--- src/rtl/rvfi_modport.sv ---
// Registered RVFI retirement-trace producer: captures one normalized retirement
// record per cycle and stamps it with a monotonically increasing order number.
module rvfi_modport #(
    parameter int ILEN           = 32,
    parameter int XLEN           = 32,
    parameter int ORDER_WL       = 64,
    parameter int MAX_INTR_ID_WL = 11,
    parameter int MODE_WL        = 2,
    parameter int IXL_WL         = 2,
    parameter int GPR_ADDR_WL    = 5
) (
    input  logic                      clk,
    input  logic                      reset_n,

    input  logic                      ret_valid,
    input  logic [ILEN-1:0]           ret_insn,
    input  logic                      ret_trap,
    input  logic                      ret_halt,
    input  logic                      ret_intr,
    input  logic [MAX_INTR_ID_WL-1:0] ret_intr_id,
    input  logic [MODE_WL-1:0]        ret_mode,
    input  logic [XLEN-1:0]           ret_pc_rdata,
    input  logic [XLEN-1:0]           ret_pc_wdata,
    input  logic [GPR_ADDR_WL-1:0]    ret_rs1_addr,
    input  logic [GPR_ADDR_WL-1:0]    ret_rs2_addr,
    input  logic [GPR_ADDR_WL-1:0]    ret_rs3_addr,
    input  logic [XLEN-1:0]           ret_rs1_rdata,
    input  logic [XLEN-1:0]           ret_rs2_rdata,
    input  logic [XLEN-1:0]           ret_rs3_rdata,
    input  logic [GPR_ADDR_WL-1:0]    ret_rd1_addr,
    input  logic [GPR_ADDR_WL-1:0]    ret_rd2_addr,
    input  logic [XLEN-1:0]           ret_rd1_wdata,
    input  logic [XLEN-1:0]           ret_rd2_wdata,
    input  logic [XLEN-1:0]           ret_mem_addr,
    input  logic [XLEN-1:0]           ret_mem_rdata,
    input  logic [XLEN-1:0]           ret_mem_wdata,
    input  logic [XLEN/8-1:0]         ret_mem_rmask,
    input  logic [XLEN/8-1:0]         ret_mem_wmask,
    input  logic [ILEN-1:0]           csr_mcause_i,
    input  logic [ILEN-1:0]           csr_mip_i,

    output logic                      rvfi_valid,
    output logic [ORDER_WL-1:0]       rvfi_order,
    output logic [ILEN-1:0]           rvfi_insn,
    output logic                      rvfi_trap,
    output logic                      rvfi_halt,
    output logic                      rvfi_intr,
    output logic [MAX_INTR_ID_WL-1:0] rvfi_intr_id,
    output logic [MODE_WL-1:0]        rvfi_mode,
    output logic [IXL_WL-1:0]         rvfi_ixl,
    output logic [XLEN-1:0]           rvfi_pc_rdata,
    output logic [XLEN-1:0]           rvfi_pc_wdata,
    output logic [GPR_ADDR_WL-1:0]    rvfi_rs1_addr,
    output logic [GPR_ADDR_WL-1:0]    rvfi_rs2_addr,
    output logic [GPR_ADDR_WL-1:0]    rvfi_rs3_addr,
    output logic [XLEN-1:0]           rvfi_rs1_rdata,
    output logic [XLEN-1:0]           rvfi_rs2_rdata,
    output logic [XLEN-1:0]           rvfi_rs3_rdata,
    output logic [GPR_ADDR_WL-1:0]    rvfi_rd1_addr,
    output logic [GPR_ADDR_WL-1:0]    rvfi_rd2_addr,
    output logic [XLEN-1:0]           rvfi_rd1_wdata,
    output logic [XLEN-1:0]           rvfi_rd2_wdata,
    output logic [XLEN-1:0]           rvfi_mem_addr,
    output logic [XLEN-1:0]           rvfi_mem_rdata,
    output logic [XLEN-1:0]           rvfi_mem_wdata,
    output logic [XLEN/8-1:0]         rvfi_mem_rmask,
    output logic [XLEN/8-1:0]         rvfi_mem_wmask,
    output logic [ILEN-1:0]           csr_mcause,
    output logic [ILEN-1:0]           csr_mip
);

    localparam logic [IXL_WL-1:0] IXL_VALUE = (XLEN == 64) ? IXL_WL'(2) : IXL_WL'(1);

    logic [ORDER_WL-1:0] order_cnt;
    logic                rmask_none;
    logic                wmask_none;

    assign rmask_none = (ret_mem_rmask == '0);
    assign wmask_none = (ret_mem_wmask == '0);

    // IXL is a pure function of XLEN, so it needs no flop and is valid even in reset.
    assign rvfi_ixl = IXL_VALUE;

    // NOTE: every register here uses <= so all fields update together from the
    // pre-edge values; blocking writes would let later lines see half-updated state.
    always_ff @(posedge clk or negedge reset_n) begin
        if (!reset_n) begin
            order_cnt      <= '0;
            rvfi_valid     <= 1'b0;
            rvfi_order     <= '0;
            rvfi_insn      <= '0;
            rvfi_trap      <= 1'b0;
            rvfi_halt      <= 1'b0;
            rvfi_intr      <= 1'b0;
            rvfi_intr_id   <= '0;
            rvfi_mode      <= '0;
            rvfi_pc_rdata  <= '0;
            rvfi_pc_wdata  <= '0;
            rvfi_rs1_addr  <= '0;
            rvfi_rs2_addr  <= '0;
            rvfi_rs3_addr  <= '0;
            rvfi_rs1_rdata <= '0;
            rvfi_rs2_rdata <= '0;
            rvfi_rs3_rdata <= '0;
            rvfi_rd1_addr  <= '0;
            rvfi_rd2_addr  <= '0;
            rvfi_rd1_wdata <= '0;
            rvfi_rd2_wdata <= '0;
            rvfi_mem_addr  <= '0;
            rvfi_mem_rdata <= '0;
            rvfi_mem_wdata <= '0;
            rvfi_mem_rmask <= '0;
            rvfi_mem_wmask <= '0;
            csr_mcause     <= '0;
            csr_mip        <= '0;
        end else begin
            rvfi_valid <= ret_valid;
            // Record fields only load on a retirement; idle cycles hold the last record.
            if (ret_valid) begin
                order_cnt      <= order_cnt + ORDER_WL'(1);
                rvfi_order     <= order_cnt;
                rvfi_insn      <= ret_insn;
                rvfi_trap      <= ret_trap;
                rvfi_halt      <= ret_halt;
                rvfi_intr      <= ret_intr;
                rvfi_intr_id   <= ret_intr ? ret_intr_id : '0;
                rvfi_mode      <= ret_mode;
                rvfi_pc_rdata  <= ret_pc_rdata;
                rvfi_pc_wdata  <= ret_pc_wdata;
                rvfi_rs1_addr  <= ret_rs1_addr;
                rvfi_rs2_addr  <= ret_rs2_addr;
                rvfi_rs3_addr  <= ret_rs3_addr;
                rvfi_rs1_rdata <= (ret_rs1_addr == '0) ? '0 : ret_rs1_rdata;
                rvfi_rs2_rdata <= (ret_rs2_addr == '0) ? '0 : ret_rs2_rdata;
                rvfi_rs3_rdata <= (ret_rs3_addr == '0) ? '0 : ret_rs3_rdata;
                rvfi_rd1_addr  <= ret_rd1_addr;
                rvfi_rd2_addr  <= ret_rd2_addr;
                rvfi_rd1_wdata <= (ret_rd1_addr == '0) ? '0 : ret_rd1_wdata;
                rvfi_rd2_wdata <= (ret_rd2_addr == '0) ? '0 : ret_rd2_wdata;
                rvfi_mem_addr  <= (rmask_none && wmask_none) ? '0 : ret_mem_addr;
                rvfi_mem_rdata <= rmask_none ? '0 : ret_mem_rdata;
                rvfi_mem_wdata <= wmask_none ? '0 : ret_mem_wdata;
                rvfi_mem_rmask <= ret_mem_rmask;
                rvfi_mem_wmask <= ret_mem_wmask;
                csr_mcause     <= csr_mcause_i;
                csr_mip        <= csr_mip_i;
            end
        end
    end

endmodule

--- config.mk ---
export PLATFORM = sky130hd
export DESIGN_NAME = rvfi_modport
export DESIGN_NICKNAME = d
export VERILOG_FILES = /design/src/rtl/rvfi_modport.sv
export SDC_FILE = /design/constraint.sdc
export NUM_CORES = 1
export LEC_CHECK = 0
export ABC_AREA = 0
export CAP_MARGIN = 15
export CORE_AREA = 2 2 393 395
export CTS_CLUSTER_SIZE = 28
export DETAILED_ROUTE_END_ITERATION = 8
export DIE_AREA = 0 0 395 397
export PLACE_DENSITY = 0.45
export REMOVE_ABC_BUFFERS = 1
export SYNTH_ARGS = -nofsm -noshare
export SYNTH_HDL_FRONTEND = slang
export SYNTH_SLANG_ARGS = --single-unit
--- constraint.sdc ---
create_clock -name clk -period 4.35 [get_ports clk]
set_clock_uncertainty 0.2 [all_clocks]
set_input_delay 0.435 -clock clk [delete_from_list [all_inputs] [get_ports clk]]
set_output_delay 0.435 -clock clk [all_outputs]
set_load 0.02 [all_outputs]
==> flow_summary.yaml <==
sta:
  tightest_slew_ns: 1.05
  report.final.slew_viol_count: 0
  hold_violations: 0
  fmax_ghz: 0.349
  period_minus_slack_ns: 2.87
  finalCritPeriodShare_pct: 65.9
  finalSetupViolCount: 0
  fin_setup_tns_ns: 0
  slew_headroom_pct: 29.6
  fin_ws_ns: 1.48
  rsz0062_at_grt: "no"
setup_path:
  crit_type: "in -> reg"
  critical_path_required_ns: 4.67
  worst-path-max-fanout: 49
  worst_ep_arrival_time_ns: 3.19
  worstReg2RegStart: "order_cnt[11]$_DFFE_PN0P_"
  ff2ff_path_depth: 5
  endpoint_kind: "flip-flop"
  r2r_slack_ns: 1.77
  crit_path_start_kind: "primary input"
  r2r_end: "order_cnt[57]$_DFFE_PN0P_"
route:
  dr.pass1.iters: 5
  drt-total-wl_um: 112000
  viasPerCell: 3.72
  ant_nets: 0
  drc: 0
  drt_iter0_markers: 845
  vias: 17200
  routedWlPerCell_um: 24.2
clock_network:
  clk_pin_slew_ns: 0.06
  clk_latency_ns: 0.65
  numCtsBuffers: 78
  cts.path.max_buffers: 3
  root_buffer: "clkbuf_16"
  cts_tree: "done"
  htreeDepth: 3
  post-cts-setup-buffers: 0
  clock-sinks: 594
final_layout:
  stdcell_count: 4634
  mostFrequentLayoutCell: "clkdlybuf4s50_1"
  design_area_um2: 37400
  fin_nets: 2997
  syn2layout_area_growth_pct: 68.1
  most-common-layout-cells: "995 x clkdlybuf4s50_1, 594 x dfrtp_1, 263 x mux2_2, 224 x a22o_1, 79 x clkbuf_16"
  reg.largest.list: "order_cnt: 64 flops, rvfi_order: 64 flops"
  drive_above_1_share_pct: 16.7
place:
  place_congestion: 0.808
  dpl_cell_area_um2: 34800
  hpwl_um: 87900
  pre_cts_slack_ns: 1.40
  numPortBuffers: 997
  post-place-cells: 4490
global_routing:
  antenna_found_initial: 36
  overflow: 0
  first_global_vias: 17800
  track_usage_pct: 13.8
  grt_max_degree: 107
  grt_pass1_wl_um: 153000
floorplanning:
  core_um2: 153000
  rows: 144
  start_util_pct: 14.5
  die_h_um: 397
  fp.dieArea_um2: 157000
  die_w_um: 395
  pin_count: 1000
yosys:
  synth_area_per_cell_um2: 14.7
  ys.flop_type: "dfrtp_1"
  ys_seq_area_share_pct: 66.8
  ys_seq_elements: 594
  synth_top_family_by_area: "multiplexers"
  async_flop_share_pct: 100
  synth_cell_types: 35
  synth_top_cells_by_area: "dfrtp_1 67%, mux2_2 13%, a22o_1 8.8%, xnor2_1 1.6%, clkbuf_1 1.4%"
  synth_edf_count: 0
  yosysTopAreaCell: "dfrtp_1"
  synth_compound_area_share_pct: 10.5
  netlist_area_um2: 22300
  post_synth_xor_area_fraction_pct: 2.48
  synth_top_area_share_pct: 66.8
  synth_cells: 1515
  yosysWarnings: 0
  yosys.area_share.simple_pct: 4.88
  synthMuxAreaShare_pct: 13.3
  synth-adder-area-share_pct: 0.0562
pwr:
  ir_worst_vdd_mv: 0.242
  p_sw_w: 0.00458
  seq_power_share_pct: 39.8
  pwr-share-clk_pct: 41.0
  p_int_w: 0.0114
  p_leak_nw: 15.4
  netSwitchingFraction_pct: 28.6
  power_frac_comb_pct: 19.2
  power.density_nw_per_um2: 427
hold_path:
  hold_class: "in -> reg"
  hold_depth: 3
  min_from: "ret_mem_wdata[3]"
  hold_end: "rvfi_mem_wdata[3]$_DFFE_PN0P_"
run_status:
  status: "finished, final reports clean"
run:
  maxCapViolations: 0
[synthesized netlist by cell type, types with 3 or more instances]
cell type / number
and3_1: 14
a21oi_1: 6
and2_1: 3
nor3_1: 14
xor2_1: 23
nand2_1: 54
inv_1: 18
nor4_1: 9
nand3_1: 40
buf_4: 3
or3_1: 3
mux2_2: 263
o21ai_0: 11
xnor2_1: 40
nand4_1: 19
a22o_1: 224
buf_1: 8
clkbuf_1: 84
dfrtp_1: 594
nor2_1: 26
o2bb2ai_1: 32
and4_1: 9
or4_1: 3
[per-layer routing]
| metal | vias to the layer above | wire, um | GRT usage (%) |
|---|---|---|---|
| met3 | 166 | 8380 | 4.62 |
| met2 | 687 | 55400 | 23.4 |
| met4 | 52 | 2970 | 4.13 |
| met1 | 8702 | 45000 | 16.5 |
| met5 | - | 330 | 0 |
| li1 | 7610 | - | - |
[worst max path at each step]
stage,from,to,cells past startpoint
after CTS,ret_valid,rvfi_mem_rmask[3]$_DFFE_PN0P_,5
after global routing,ret_valid,rvfi_mem_rmask[1]$_DFFE_PN0P_,5
after floorplan,ret_valid,rvfi_mem_addr[0]$_DFFE_PN0P_,3
final,ret_valid,rvfi_mem_rmask[3]$_DFFE_PN0P_,5
after global placement,ret_valid,rvfi_mem_rmask[3]$_DFFE_PN0P_,4
after detailed placement,ret_valid,rvfi_mem_rmask[3]$_DFFE_PN0P_,4
[per-stage QoR]
step	util (%)	hold slack (ns)	power [W]
finish	24.4	0.123	0.0160
global route	24.4	0.0671	0.0167
CTS	24.4	0.0334	0.0163
detailed placement	22.7	0.274	0.00959
global placement	22.7	0.270	0.00959
floorplan	-	-0.0606	0.00748
[final cells by class]
| class | count | area [um^2] |
|---|---|---|
| clock buffers | 116 | 2320 |
| multi-input cells | 807 | 7010 |
| fillers | 16000 | 116000 |
| inverters | 18 | 75.1 |
| diodes | 3 | 7.51 |
| repair buffers | 1029 | 10300 |
| clock inverters | 23 | 260 |
| well taps | 2044 | 2560 |
| flip-flops and latches | 594 | 14900 |
[cell families (layout without fill, tap and decap cells)]
family          count (synthesis)  after routing
compound gates                273            273
xor+xnor                       63             63
fa+ha+maj                       1              1
buf+inv                       114           1186
flops                         594            594
mux                           263            263
other cells                     2              5
simple gates                  205            205
[what timing repair did]
action                    in CTS  in global routing
resized for setup              0                  0
hold endpoints to repair      62                  0
hold buffers                   2                  0
[worst max-delay path, stage by stage]
cell and delay (ns):
dlygate4sd3_1 0.57, buf_8 0.33, buf_4 0.54, buf_4 0.68
mux2_2 0.41
[power groups by stage]
stage | Clock (W) | Sequential, W | Combinational [W]
final | 0.00655 | 0.00637 | 0.00306
after global routing | 0.00706 | 0.00643 | 0.00322
after CTS | 0.00683 | 0.00637 | 0.00314
after detailed placement | 0 | 0.00646 | 0.00314
after global placement | 0 | 0.00645 | 0.00313
after floorplan | 0 | 0.00692 | 0.000557
Power figures use the tool's default switching activity.
